==> config.mk <==
export PLATFORM = sky130hd
export DESIGN_NAME = fifo_burst_reader_flat
export DESIGN_NICKNAME = d
export VERILOG_FILES = /design/src/rtl/fifo_burst_reader_if.sv /design/src/rtl/fifo_burst_reader.sv /design/src/flat_wrapper.sv
export SDC_FILE = /design/constraint.sdc
export NUM_CORES = 1
export LEC_CHECK = 0
export CORE_ASPECT_RATIO = 1.1
export CORE_MARGIN = 10
export CORE_UTILIZATION = 50
export CTS_BUF_LIST = sky130_fd_sc_hd__clkbuf_4
export CTS_CLUSTER_SIZE = 12
export DETAILED_ROUTE_END_ITERATION = 7
export PLACE_DENSITY = 0.8
export SLEW_MARGIN = 25
export SYNTH_ARGS = -nofsm -noshare
export SYNTH_HDL_FRONTEND = slang
export SYNTH_SLANG_ARGS = --single-unit
==> constraint.sdc <==
create_clock -name clk_i -period 7.7 [get_ports clk_i]
set_input_delay 1.155 -clock clk_i [delete_from_list [all_inputs] [get_ports clk_i]]
set_output_delay 1.155 -clock clk_i [all_outputs]
set_load 0.02 [all_outputs]
==> src/rtl/fifo_burst_reader_if.sv <==
// Read-side bundle of the burst reader: FIFO pop port plus
// the valid/ready output stream.
interface fifo_burst_reader_if #(
   parameter int WIDTH = 8
);
   logic             rd_en_o;
   logic [WIDTH-1:0] rdata_i;
   logic             empty_i;
   logic             rd_error_i;
   logic [WIDTH-1:0] out_data_o;
   logic             out_valid_o;
   logic             out_ready_i;

   modport master (
      output rd_en_o,
      input  rdata_i,
      input  empty_i,
      input  rd_error_i,
      output out_data_o,
      output out_valid_o,
      input  out_ready_i
   );

   modport slave (
      input  rd_en_o,
      output rdata_i,
      output empty_i,
      output rd_error_i,
      input  out_data_o,
      input  out_valid_o,
      output out_ready_i
   );
endinterface

==> src/rtl/fifo_burst_reader.sv <==
// Burst reader: pops a programmed number of words from the FIFO
// and streams them out through a 2-entry skid buffer.
module fifo_burst_reader #(
   parameter int WIDTH     = 8,
   parameter int LEN_WIDTH = 8
) (
   input  logic                 clk_i,
   input  logic                 rst_i,
   input  logic                 start_i,
   input  logic [LEN_WIDTH-1:0] len_i,
   output logic                 busy_o,
   output logic                 done_o,
   output logic [LEN_WIDTH-1:0] count_o,
   output logic                 err_o,
   fifo_burst_reader_if.master  bus
);

   typedef enum logic [1:0] {
      IDLE,
      RUN,
      FLUSH,
      DONE
   } state_t;

   state_t               state_q, state_d;
   logic [LEN_WIDTH-1:0] rem_q, rem_d;
   logic [LEN_WIDTH-1:0] cnt_q, cnt_d;
   logic                 err_q, err_d;
   logic                 pend_q, pend_d;
   logic [1:0]           occ_q, occ_d;
   logic [WIDTH-1:0]     buf0_q, buf0_d;
   logic [WIDTH-1:0]     buf1_q, buf1_d;

   logic                 pop;
   logic                 rd_en;
   logic                 busy;
   logic [1:0]           occ_pop;

   always_comb begin
      pop     = (occ_q != 2'd0) && bus.out_ready_i;
      occ_pop = occ_q - {1'b0, pop};
      busy    = (state_q == RUN) || (state_q == FLUSH);
      // Slot budget counts the word still in flight from last cycle.
      rd_en   = (state_q == RUN) && !bus.empty_i && (rem_q != '0)
                && (({1'b0, occ_pop} + {2'b00, pend_q}) < 3'd2);

      state_d = state_q;
      rem_d   = rem_q - {{(LEN_WIDTH-1){1'b0}}, rd_en};
      cnt_d   = cnt_q + {{(LEN_WIDTH-1){1'b0}}, pop};
      err_d   = err_q;
      pend_d  = rd_en;
      occ_d   = occ_pop + {1'b0, pend_q};
      buf0_d  = buf0_q;
      buf1_d  = buf1_q;

      if (pop) begin
         buf0_d = buf1_q;
      end
      if (pend_q) begin
         if (occ_pop == 2'd0) begin
            buf0_d = bus.rdata_i;
         end else begin
            buf1_d = bus.rdata_i;
         end
      end

      if (busy && bus.rd_error_i) begin
         err_d = 1'b1;
      end

      unique case (state_q)
         IDLE: begin
            if (start_i) begin
               cnt_d = '0;
               err_d = 1'b0;
               if (len_i != '0) begin
                  state_d = RUN;
                  rem_d   = len_i;
               end else begin
                  state_d = DONE;
               end
            end
         end
         RUN: begin
            if (rem_d == '0) begin
               state_d = FLUSH;
            end
         end
         FLUSH: begin
            if (!pend_q && (occ_pop == 2'd0)) begin
               state_d = DONE;
            end
         end
         DONE: begin
            state_d = IDLE;
         end
         default: begin
            state_d = IDLE;
         end
      endcase
   end

   always_ff @(posedge clk_i) begin
      if (rst_i) begin
         state_q <= IDLE;
         rem_q   <= '0;
         cnt_q   <= '0;
         err_q   <= 1'b0;
         pend_q  <= 1'b0;
         occ_q   <= 2'd0;
         buf0_q  <= '0;
         buf1_q  <= '0;
      end else begin
         state_q <= state_d;
         rem_q   <= rem_d;
         cnt_q   <= cnt_d;
         err_q   <= err_d;
         pend_q  <= pend_d;
         occ_q   <= occ_d;
         buf0_q  <= buf0_d;
         buf1_q  <= buf1_d;
      end
   end

   assign busy_o          = busy;
   assign done_o          = (state_q == DONE);
   assign count_o         = cnt_q;
   assign err_o           = err_q;
   assign bus.rd_en_o     = rd_en;
   assign bus.out_valid_o = (occ_q != 2'd0);
   assign bus.out_data_o  = buf0_q;

endmodule

==> src/flat_wrapper.sv <==
// flat-port wrapper written by rule: the top's interface ports become plain ports
module fifo_burst_reader_flat 
#(
   parameter int WIDTH     = 8,
   parameter int LEN_WIDTH = 8
)
  (clk_i, rst_i, start_i, len_i, busy_o, done_o, count_o, err_o, bus_rd_en_o, bus_rdata_i, bus_empty_i, bus_rd_error_i, bus_out_data_o, bus_out_valid_o, bus_out_ready_i);
  fifo_burst_reader_if #(.WIDTH(WIDTH)) bus_i ();
  input  logic clk_i;
  input  logic rst_i;
  input  logic start_i;
  input  logic [LEN_WIDTH-1:0] len_i;
  output logic busy_o;
  output logic done_o;
  output logic [LEN_WIDTH-1:0] count_o;
  output logic err_o;
  output wire logic [$bits(bus_i.rd_en_o)-1:0] bus_rd_en_o;
  input wire logic [$bits(bus_i.rdata_i)-1:0] bus_rdata_i;
  input wire logic [$bits(bus_i.empty_i)-1:0] bus_empty_i;
  input wire logic [$bits(bus_i.rd_error_i)-1:0] bus_rd_error_i;
  output wire logic [$bits(bus_i.out_data_o)-1:0] bus_out_data_o;
  output wire logic [$bits(bus_i.out_valid_o)-1:0] bus_out_valid_o;
  input wire logic [$bits(bus_i.out_ready_i)-1:0] bus_out_ready_i;
  assign bus_rd_en_o = bus_i.rd_en_o;
  assign bus_i.rdata_i = bus_rdata_i;
  assign bus_i.empty_i = bus_empty_i;
  assign bus_i.rd_error_i = bus_rd_error_i;
  assign bus_out_data_o = bus_i.out_data_o;
  assign bus_out_valid_o = bus_i.out_valid_o;
  assign bus_i.out_ready_i = bus_out_ready_i;
  fifo_burst_reader #(.WIDTH(WIDTH), .LEN_WIDTH(LEN_WIDTH)) u_core (.clk_i(clk_i), .rst_i(rst_i), .start_i(start_i), .len_i(len_i), .busy_o(busy_o), .done_o(done_o), .count_o(count_o), .err_o(err_o), .bus(bus_i));
endmodule
Word level (Yosys, flattened, before mapping):

Index checks and enable logic that the tools add are counted.

* word-level logic and storage cells: 54
* output and inout bits: 21
* register bits after elaboration: 38

* multiplexer cells: 16
* magnitude comparators: 1
* add/subtract/negate cells: 5
* bitwise gates (word level): 1
* reduce and logical (&&, ||, !) cells: 17
* equality and inequality tests: 6

Operators with widths (number)
* 8-bit 2-to-1 mux: 8
* 8-bit nonzero test: 2
* 8-bit by 1-bit adder with 8-bit output: 1
* 8-bit zero test: 1
* 2-bit 2-to-1 mux: 4
* 2-bit case mux with 4 select lines: 1
* 8-bit by 1-bit subtractor with 8-bit output: 1
* 1-bit logical AND: 6
* 2-bit != test (second input constant): 3
* 2-bit equality test (second input constant): 2
* 2-bit zero test: 2
* 2-bit by 1-bit adder with 3-bit output: 1
* 3-bit by 2-bit less-than comparator with 1-bit output (second input constant): 1
* 1-bit 2-to-1 mux: 3
* 3-bit AND reduction: 1
* 2-bit by 1-bit adder with 2-bit output: 1
* 2-bit by 1-bit equality test with 1-bit output (second input constant): 1
* 1-bit zero test: 2
* 2-bit AND reduction: 1
* 2-bit nonzero test: 1
* 2-bit by 1-bit subtractor with 2-bit output: 1
* 1-bit logical OR: 1
* 1-bit inverter: 1

Logic depth before layout (Yosys ltp):

Gate-level depths: netlist of the first run.

* depth in word-level cells: 10
* depth in mapped cells: 18
* gate-level depth less buffers: 17

Least setup slack after synthesis of the first run:

Ideal clock, no wire load.

* kind: input to register
* from: input bus_out_ready_i
* to: register u_core.state_q[1]
* path slack: 2.902 ns
* path buffers: 0
* arrival time: 4.668 ns
* required time: 7.570 ns
* stages: 16
* setup time: 0.130 ns
* cell sequence: nand2_1 -> inv_1 -> ha_1 -> inv_1 -> ha_1 -> inv_1 -> ha_1 -> nand2_1 -> a211oi_1 -> ha_1 -> ha_1 -> or3b_4 -> o21a_1 -> o41ai_4 -> o2111a_1 -> nor3_2

* longest elaborated chain between the ends: 9
* elaborated cells between the ends (all ways): 12
* those cells by class: add/sub: 3; order compare: 1; eq/ne: 2; reduce/logical: 6

RTL lines
* start, declared: line flat_wrapper.sv:23 `input wire logic [$bits(bus_i.out_ready_i)-1:0] bus_out_ready_i;`
* 1-bit logical AND: line fifo_burst_reader.sv:40 `pop = (occ_q != 2'd0) && bus.out_ready_i;`
* 2-bit by 1-bit subtractor with 2-bit output: line fifo_burst_reader.sv:41 `occ_pop = occ_q - {1'b0, pop};`
* 2-bit by 1-bit adder with 3-bit output: line fifo_burst_reader.sv:45 `&& (({1'b0, occ_pop} + {2'b00, pend_q}) < 3'd2);`
* 3-bit by 2-bit less-than comparator with 1-bit output: line fifo_burst_reader.sv:45
* 1-bit logical AND: line fifo_burst_reader.sv:45
* net bus_rd_en_o: line flat_wrapper.sv:17 `output wire logic [$bits(bus_i.rd_en_o)-1:0] bus_rd_en_o;`
* 8-bit by 1-bit subtractor with 8-bit output: line fifo_burst_reader.sv:48 `rem_d = rem_q - {{(LEN_WIDTH-1){1'b0}}, rd_en};`
* 8-bit zero test: line fifo_burst_reader.sv:85 `if (rem_d == '0) begin`
* 2-bit != test (no source line)
* 3-bit AND reduction (no source line)
* end signal, assigned: line fifo_burst_reader.sv:114 `state_q <= state_d;`
* end, declared: line fifo_burst_reader.sv:25 `state_t state_q, state_d;`

The timed path passes the listed nets, and every way through them passes these cells.
A chain may end at the register's enable or synchronous reset.

Worst setup path in the final report of the first run:

* from: input bus_out_ready_i
* to: output bus_rd_en_o

* longest elaborated chain between the ends: 5

RTL lines (line)
* 1-bit logical AND: fifo_burst_reader.sv:40
* 2-bit by 1-bit subtractor with 2-bit output: fifo_burst_reader.sv:41
* 2-bit by 1-bit adder with 3-bit output: fifo_burst_reader.sv:45
* 3-bit by 2-bit less-than comparator with 1-bit output: fifo_burst_reader.sv:45
* 1-bit logical AND: fifo_burst_reader.sv:45
* end, declared: flat_wrapper.sv:17

Every way passes these cells.

==> results of run 1 <==
how the worst max path moves through the flow:
stage	startpoint	end	slack, ns
final	bus_out_ready_i	bus_rd_en_o	2.62
after global placement	bus_out_ready_i	u_core.state_q[1]	2.59
after floorplan	bus_out_ready_i	u_core.state_q[1]	2.90
after CTS	bus_out_ready_i	bus_rd_en_o	2.58
after global routing	bus_out_ready_i	bus_rd_en_o	2.41
after detailed placement	bus_out_ready_i	u_core.state_q[1]	2.52
cells by family after synthesis:
| family | count (synthesis) | synth area share |
|---|---|---|
| simple gates | 72 | 0.192 |
| compound gates | 27 | 0.126 |
| xor+xnor | 12 | 0.0567 |
| fa+ha+maj | 12 | 0.0810 |
| flops | 38 | 0.410 |
| buf+inv | 21 | 0.0425 |
| mux | 17 | 0.0918 |
where the power goes:
group          total (mW)  internal, mW  switching (mW)
Sequential          0.251         0.227          0.0242
Combinational       0.290         0.140           0.151
Clock               0.126        0.0656          0.0605
sequential cells by signal, summed over array words and instances, names as in the netlist:
| name | cells |
|---|---|
| u_core.occ_q | 2 |
| u_core.state_q | 2 |
| u_core.count_o | 8 |
| u_core.bus.out_data_o | 8 |
| u_core.buf1_q | 8 |
| u_core.pend_q | 1 |
| u_core.rem_q | 8 |
| u_core.err_o | 1 |
per-layer routing:
| layer | global-route usage | vias to the layer above | routed length, um |
|---|---|---|---|
| li1 | - | 770 | - |
| met3 | 0.0474 | 4 | 254 |
| met5 | 0 | - | 0 |
| met4 | 0.0587 | 0 | 46 |
| met2 | 0.204 | 37 | 1990 |
| met1 | 0.155 | 693 | 1820 |
critical path, cell delays in order:
cell and delay, ns:
clkdlybuf4s50_1 0.40, nand2_1 0.37, inv_1 0.12, ha_1 0.35, inv_1 0.06, ha_1 0.18
inv_1 0.05, ha_1 0.13, nand2_1 0.05, a211oi_1 0.37, clkdlybuf4s50_1 0.69
cell type report:
type	count	area [um2]	share of cell area
clock buffer	5	37.5	0.0158
clock inverter	2	33.8	0.0142
inverter	13	48.8	0.0205
multi-input combinational	140	1010	0.426
sequential	38	761	0.319
tap	50	62.6	0.0263
timing repair buffer	43	423	0.178
through the flow:
stage,cells,total power [mW]
4_1_cts,291,0.676
5_1_grt,291,0.718
3_3_place_gp,284,0.544
2_1_floorplan,199,0.461
3_5_place_dp,284,0.547
6_report,291,0.668
placed cells by master (no fill, tap or decap), types with 2 or more instances in the layout:
cell type        instances
dfxtp_1                 38
nand3_1                  8
nand2_1                  3
inv_1                   13
ha_1                    12
nor3_1                   3
or4_1                    2
clkbuf_4                 5
a22oi_1                  7
a21oi_1                  2
or2_2                    3
clkdlybuf4s50_1         41
xor2_1                   8
nor2b_1                  5
xnor2_1                  4
mux2i_1                 17
nor2_1                  37
and3_1                   2
a211oi_1                 9
==> qor.txt, run 1 <==
Register area share after synthesis - 0.410
Num CTS Buffers - 5
DP Area - 2310 um2
Die Y - 83.9 um
# H-tree levels - 2
WS Path Type - in -> out
Worst EP required - 6.55 ns
Final worst path period share - 0.660
PwrDens - 280 nW/um2
Final Util - 0.662
DIE AREA - 6550 um2
Top Ports - 43
Status - complete, no violations
Via density - 5.17
CP Capture Type - output pin
Final Slew Violations - 0
Number of flops mapped to enable cells by yosys - 0
Worst slack, placed - 2.52 ns
Total Negative Setup Slacks - 0 ns
Synth cell types - 37
Final wirelength - 4110 um
R2R Path Start - u_core.occ_q[1]
Setup violations, final - 0
Largest net degree at the start of global routing - 31
Hold Path Class - reg -> reg
Filler instances - 302
Initial antenna violation count - 0
Num rows - 23
Global-route wire length before repair - 7070 um
Final ANT Viol Nets - 0
Endpoint with the worst hold slack - u_core.err_o
Starting density of the core - 0.515
Vias in the first global route - 1,455
Top cells by area, synth - dfxtp_1, mux2i_1, ha_1
Detail Placement HPWL - 3150 um
Top cell type's share of synthesized area - 0.410
Asr flop ratio synth - 0
Fmax - 197 MHz
Mapped cell area - 1850 um2
Worst-case vdd ir drop - 0.163 mV
Tmin final - 5.08 ns
Count leader, synth - dfxtp_1
Core area - 3600 um2
Total GRT Usage - 0.130
Clock slew at reported path FFs - 0.10 ns
Hold slack final - 0.480 ns
Fin. Hold Viols - 0
Fin area - 2380 um2
Initial DRC count - 42
Die X-Extent - 78.1 um
Clk_skew - 0.00999 ns
Clock latency on the worst-skew pair - 0.34 ns
R2R Setup Slk - 3.47 ns
Cts hold-fix bufs - 0
Net Count, Synth - 233
RSZ-0062 raised after global routing - false
TritonRoute pass-1 iters - 5
Antenna Cells - 0
Most used DFF post-synth - dfxtp_1
Grt total ovfl - 0
Arrival @ worst endpoint - 3.93 ns
CTS Buffer Depth - 2
Critical path startpoint category - input port
Nets - 275
Max_slew headroom - 0.605
Mapped Avg Cell Area - 9.32 um2
DR vias - 1,504
Most common library cells after synthesis - dfxtp_1, nor2_1, mux2i_1, inv_1, ha_1
Layout area overhead - 28.4%
Worst-Margin Slew - 0.590 ns
Mapped Cells - 199
PortBufs - 42
Register bit total from synthesis - 38
Setup bufs post-CTS - 0
Area leader, netlist - dfxtp_1
Root Driver - clkbuf_4
CTS sink cnt - 38
Post-CTS sizing - 0
Critical Path Fanout Max - 9
Final worst setup slack - 2.62 ns
CTS tree - done
Placer Congestion - 0.892
Synth Warn # - 0
Hold depth - 2
Worst Reg-to-Reg Cells - 17
Wire per inst - 14.1 um
MaxCap Viol Count - 0
Reg2reg end - u_core.state_q[1]
Share of cells above drive strength 1 - 0.0705
Worst hold path startpoint - u_core.err_o
Leakage - 0.979 nW
DRC - 0
No activity file was read; power rests on OpenSTA's default activity.
==> run 2: changes to the inputs <==
- CORE_UTILIZATION: 50 -> 46
- PLACE_DENSITY: 0.8 -> 0.77
- clock period: 7.7 -> 4.4 ns (I/O delays scaled with it)
==> qor.txt, run 2 (same netlist as run 1, synthesis figures left out) <==
Commonest non-fill, non-tap cell in the layout - clkdlybuf4s50_1
Area of the multi-input gates - 1020 um2
Setup violations, final - 0
Largest net degree at the start of global routing - 31
Final worst path period share - 0.856
Fmax - 265 MHz
Nets - 276
Fin area - 2370 um2
Max_slew headroom - 0.576
Hold Path Class - reg -> reg
RSZ-0062 raised after global routing - false
Critical Path Fanout Max - 4
Detail Placement HPWL - 3160 um
TritonRoute pass-1 iters - 4
Share of cells above drive strength 1 - 0.0826
DIE AREA - 6970 um2
Layout area overhead - 27.9%
Antenna Cells - 0
Hold depth - 2
Clock slew at reported path FFs - 0.11 ns
Final Slew Violations - 0
Via density - 5.17
WS Path Type - in -> reg
Num rows - 24
DP Area - 2320 um2
Setup bufs post-CTS - 0
DR vias - 1,520
Final ANT Viol Nets - 0
PortBufs - 42
# H-tree levels - 2
Worst Reg-to-Reg Cells - 17
Die X-Extent - 80.5 um
Critical path startpoint category - input port
Global-route wire length before repair - 6890 um
Final wirelength - 4120 um
DRC - 0
Fin. Hold Viols - 0
Clock latency on the worst-skew pair - 0.34 ns
Die Y - 86.6 um
Cts hold-fix bufs - 0
Reg2reg end - u_core.state_q[1]
Tmin final - 3.77 ns
Worst EP required - 4.62 ns
Post-CTS sizing - 0
Total GRT Usage - 0.123
Wire per inst - 14.0 um
Total Negative Setup Slacks - 0 ns
CP Capture Type - flip-flop
Initial DRC count - 63
Num CTS Buffers - 5
Commonest cells after routing, fill and taps aside - clkdlybuf4s50_1, dfxtp_1, nor2_1
MaxCap Viol Count - 0
PwrDens - 473 nW/um2
CTS tree - done
Worst-Margin Slew - 0.634 ns
Root Driver - clkbuf_4
Vias in the first global route - 1,497
Top Ports - 43
Register Area - 761 um2
Arrival @ worst endpoint - 3.99 ns
Status - complete, no violations
Grt total ovfl - 0
Clk_skew - 0.00795 ns
CTS sink cnt - 38
R2R Path Start - u_core.occ_q[1]
Initial antenna violation count - 0
Starting density of the core - 0.471
Leakage - 0.976 nW
R2R Setup Slk - 0.70 ns
Worst hold path startpoint - u_core.err_o
Worst-case vdd ir drop - 0.212 mV
Placer Congestion - 0.879
Endpoint with the worst hold slack - u_core.err_o
CTS Buffer Depth - 2
Core area - 3930 um2
Filler instances - 356
[run 2: routing by layer]
layer / GRT usage / up-vias / routed length, um
li1: - / 776 / -
met1: 0.143 / 704 / 1820
met2: 0.202 / 34 / 2010
met3: 0.0362 / 6 / 230
met4: 0.0513 / 0 / 63
met5: 0 / - / 0
[run 2: cell type report]
cell class,count,area share
clock buffers,5,0.0158
clock inverters,2,0.00422
inverters,13,0.0206
multi-input cells,140,0.430
flip-flops and latches,38,0.321
well taps,52,0.0274
repair buffers,44,0.181
[run 2: metrics by stage]
step / total power, mW / hold WS, ns / instances / util / setup WS (ns)
after floorplan: 0.811 / 0.460 / 199 / - / 0.212
after global placement: 0.958 / 0.451 / 287 / 0.592 / 0.343
after detailed placement: 0.962 / 0.479 / 287 / 0.591 / 0.278
after CTS: 1.14 / 0.504 / 294 / 0.603 / 0.629
after global routing: 1.20 / 0.535 / 294 / 0.603 / 0.448
final: 1.12 / 0.494 / 294 / 0.603 / 0.632
[run 2: worst max-delay path by stage]
stage / from / end / slack (ns) / depth (start not counted)
after floorplan: u_core.occ_q[1] / u_core.state_q[1] / 0.21 / 18
after global placement: bus_out_ready_i / u_core.state_q[1] / 0.34 / 17
after detailed placement: bus_out_ready_i / u_core.state_q[1] / 0.28 / 17
after CTS: bus_out_ready_i / u_core.state_q[1] / 0.63 / 17
after global routing: bus_out_ready_i / u_core.state_q[1] / 0.45 / 17
final: bus_out_ready_i / u_core.state_q[1] / 0.63 / 17
[run 2: worst max-delay path, cell delays in order]
cell and delay, ns:
clkdlybuf4s50_1 0.40, nand2_1 0.07, inv_1 0.06, ha_1 0.32, inv_1 0.05, ha_1 0.17, inv_1 0.05, ha_1 0.13
nand2_1 0.06, a211oi_2 0.27, ha_1 0.21, ha_1 0.17, or3b_4 0.40, o21a_1 0.22, o41ai_4 0.46, o2111a_1 0.26
nor3_2 0.04
[run 2: power breakdown]
group,switching [mW],internal [mW]
registers,0.0399,0.397
logic,0.268,0.248
clock network,0.112,0.0575
total,0.420,0.703
==> run 3: changes to the inputs <==
- CELL_PAD_IN_SITES_DETAIL_PLACEMENT: default -> 1
- CELL_PAD_IN_SITES_GLOBAL_PLACEMENT: default -> 1
- CORE_UTILIZATION: 46 -> 35
- PLACE_DENSITY: 0.77 -> default
- PLACE_DENSITY_LB_ADDON: default -> 0.1
==> qor.txt, run 3 (same netlist as run 1, synthesis figures left out) <==
Status - complete, no violations
Commonest non-fill, non-tap cell in the layout - clkdlybuf4s50_1
Initial DRC count - 43
Global-route wire length before repair - 7630 um
Grt total ovfl - 0
PortBufs - 42
Clock latency on the worst-skew pair - 0.35 ns
Antenna Cells - 0
Detail Placement HPWL - 3520 um
Die X-Extent - 89.4 um
CTS Buffer Depth - 2
Post-CTS sizing - 0
RSZ-0062 raised after global routing - false
Final worst path period share - 0.855
Commonest cells after routing, fill and taps aside - clkdlybuf4s50_1, dfxtp_1, nor2_1
Worst Reg-to-Reg Cells - 17
Placer Congestion - 0.774
Top Ports - 43
Leakage - 1.01 nW
Total Negative Setup Slacks - 0 ns
Worst-Margin Slew - 0.613 ns
TritonRoute pass-1 iters - 4
DP Area - 2350 um2
Hold slack final - 0.487 ns
CP Capture Type - flip-flop
Reg2reg end - u_core.state_q[1]
Die Y - 96.3 um
Share of cells above drive strength 1 - 0.0857
Hold depth - 2
WS Path Type - in -> reg
Arrival @ worst endpoint - 4.00 ns
Core area - 5070 um2
Fin. Hold Viols - 0
Critical path startpoint category - input port
R2R Setup Slk - 0.71 ns
Total GRT Usage - 0.115
Num rows - 27
Tmin final - 3.76 ns
Starting density of the core - 0.366
DIE AREA - 8610 um2
Initial antenna violation count - 0
Filler instances - 597
Via density - 5.13
Final ANT Viol Nets - 0
Root Driver - clkbuf_4
Cts hold-fix bufs - 0
Worst slack, placed - 0.288 ns
Worst hold path startpoint - u_core.err_o
Num CTS Buffers - 5
CTS sink cnt - 38
Endpoint with the worst hold slack - u_core.err_o
Largest net degree at the start of global routing - 31
Fin area - 2450 um2
Final wirelength - 4650 um
DRC - 0
Setup bufs post-CTS - 0
Hold Path Class - reg -> reg
Worst-case vdd ir drop - 0.266 mV
Final worst setup slack - 0.636 ns
Critical Path Fanout Max - 4
Layout area overhead - 32.3%
Vias in the first global route - 1,607
PwrDens - 517 nW/um2
Final Util - 0.484
Fmax - 266 MHz
Worst EP required - 4.64 ns
MaxCap Viol Count - 0
Clock slew at reported path FFs - 0.11 ns
Setup violations, final - 0
Clk_skew - 0.00592 ns
Max_slew headroom - 0.590
Area of the multi-input gates - 1020 um2
# H-tree levels - 2
DR vias - 1,554
Register Area - 761 um2
Nets - 278
R2R Path Start - u_core.occ_q[1]
CTS tree - done
Wire per inst - 15.4 um
Final Slew Violations - 0
run 3: cell types whose count changed in the layout (fill, tap and decap cells not counted):
cell             change
a21boi_0             -1
a21boi_1             +1
buf_2                -1
buf_4                +2
bufinv_16            +2
clkdlybuf4s50_1      +1
clkinv_1             +1
clkinv_2             -2
run 3: through the flow:
step / power, mW / instances
5_1_grt: 1.36 / 303
6_report: 1.27 / 303
3_3_place_gp: 0.979 / 295
3_5_place_dp: 0.983 / 295
2_1_floorplan: 0.811 / 199
4_1_cts: 1.29 / 303
run 3: area by class of cell:
class	count	area share
Clock buffer	5	0.0153
Inverter	13	0.0199
Clock inverter	3	0.0260
Timing Repair Buffer	46	0.184
Multi-Input combinational cell	140	0.416
Tap cell	58	0.0296
Sequential cell	38	0.310
run 3: critical path, cell delays in order:
cell             delay, ns
clkdlybuf4s50_1       0.40
nand2_1               0.08
inv_1                 0.06
ha_1                  0.33
inv_1                 0.06
ha_1                  0.17
inv_1                 0.05
ha_1                  0.13
nand2_1               0.06
a211oi_2              0.24
ha_1                  0.20
ha_1                  0.18
or3b_4                0.40
o21a_1                0.22
o41ai_4               0.45
o2111a_1              0.26
nor3_2                0.04
run 3: worst max-delay path by stage:
| stage | startpoint | end | slack, ns | depth (start not counted) |
|---|---|---|---|---|
| 2_1_floorplan | u_core.occ_q[1] | u_core.state_q[1] | 0.21 | 18 |
| 3_3_place_gp | bus_out_ready_i | u_core.state_q[1] | 0.38 | 17 |
| 3_5_place_dp | bus_out_ready_i | u_core.state_q[1] | 0.29 | 17 |
| 4_1_cts | bus_out_ready_i | u_core.state_q[1] | 0.65 | 17 |
| 5_1_grt | bus_out_ready_i | u_core.state_q[1] | 0.36 | 17 |
| 6_report | bus_out_ready_i | u_core.state_q[1] | 0.64 | 17 |
run 3: metal layers:
metal | track usage | vias up | part of all wire
li1 | - | 780 | -
met1 | 0.132 | 736 | 0.45
met2 | 0.196 | 30 | 0.49
met3 | 0.0363 | 8 | 0.054
met4 | 0.0398 | 0 | 0.011
met5 | 0 | - | 0
run 3: power breakdown:
part	internal (mW)	switching [mW]	total, mW
clock network	0.175	0.121	0.296
logic	0.253	0.280	0.533
registers	0.397	0.0420	0.439
total	0.825	0.442	1.27
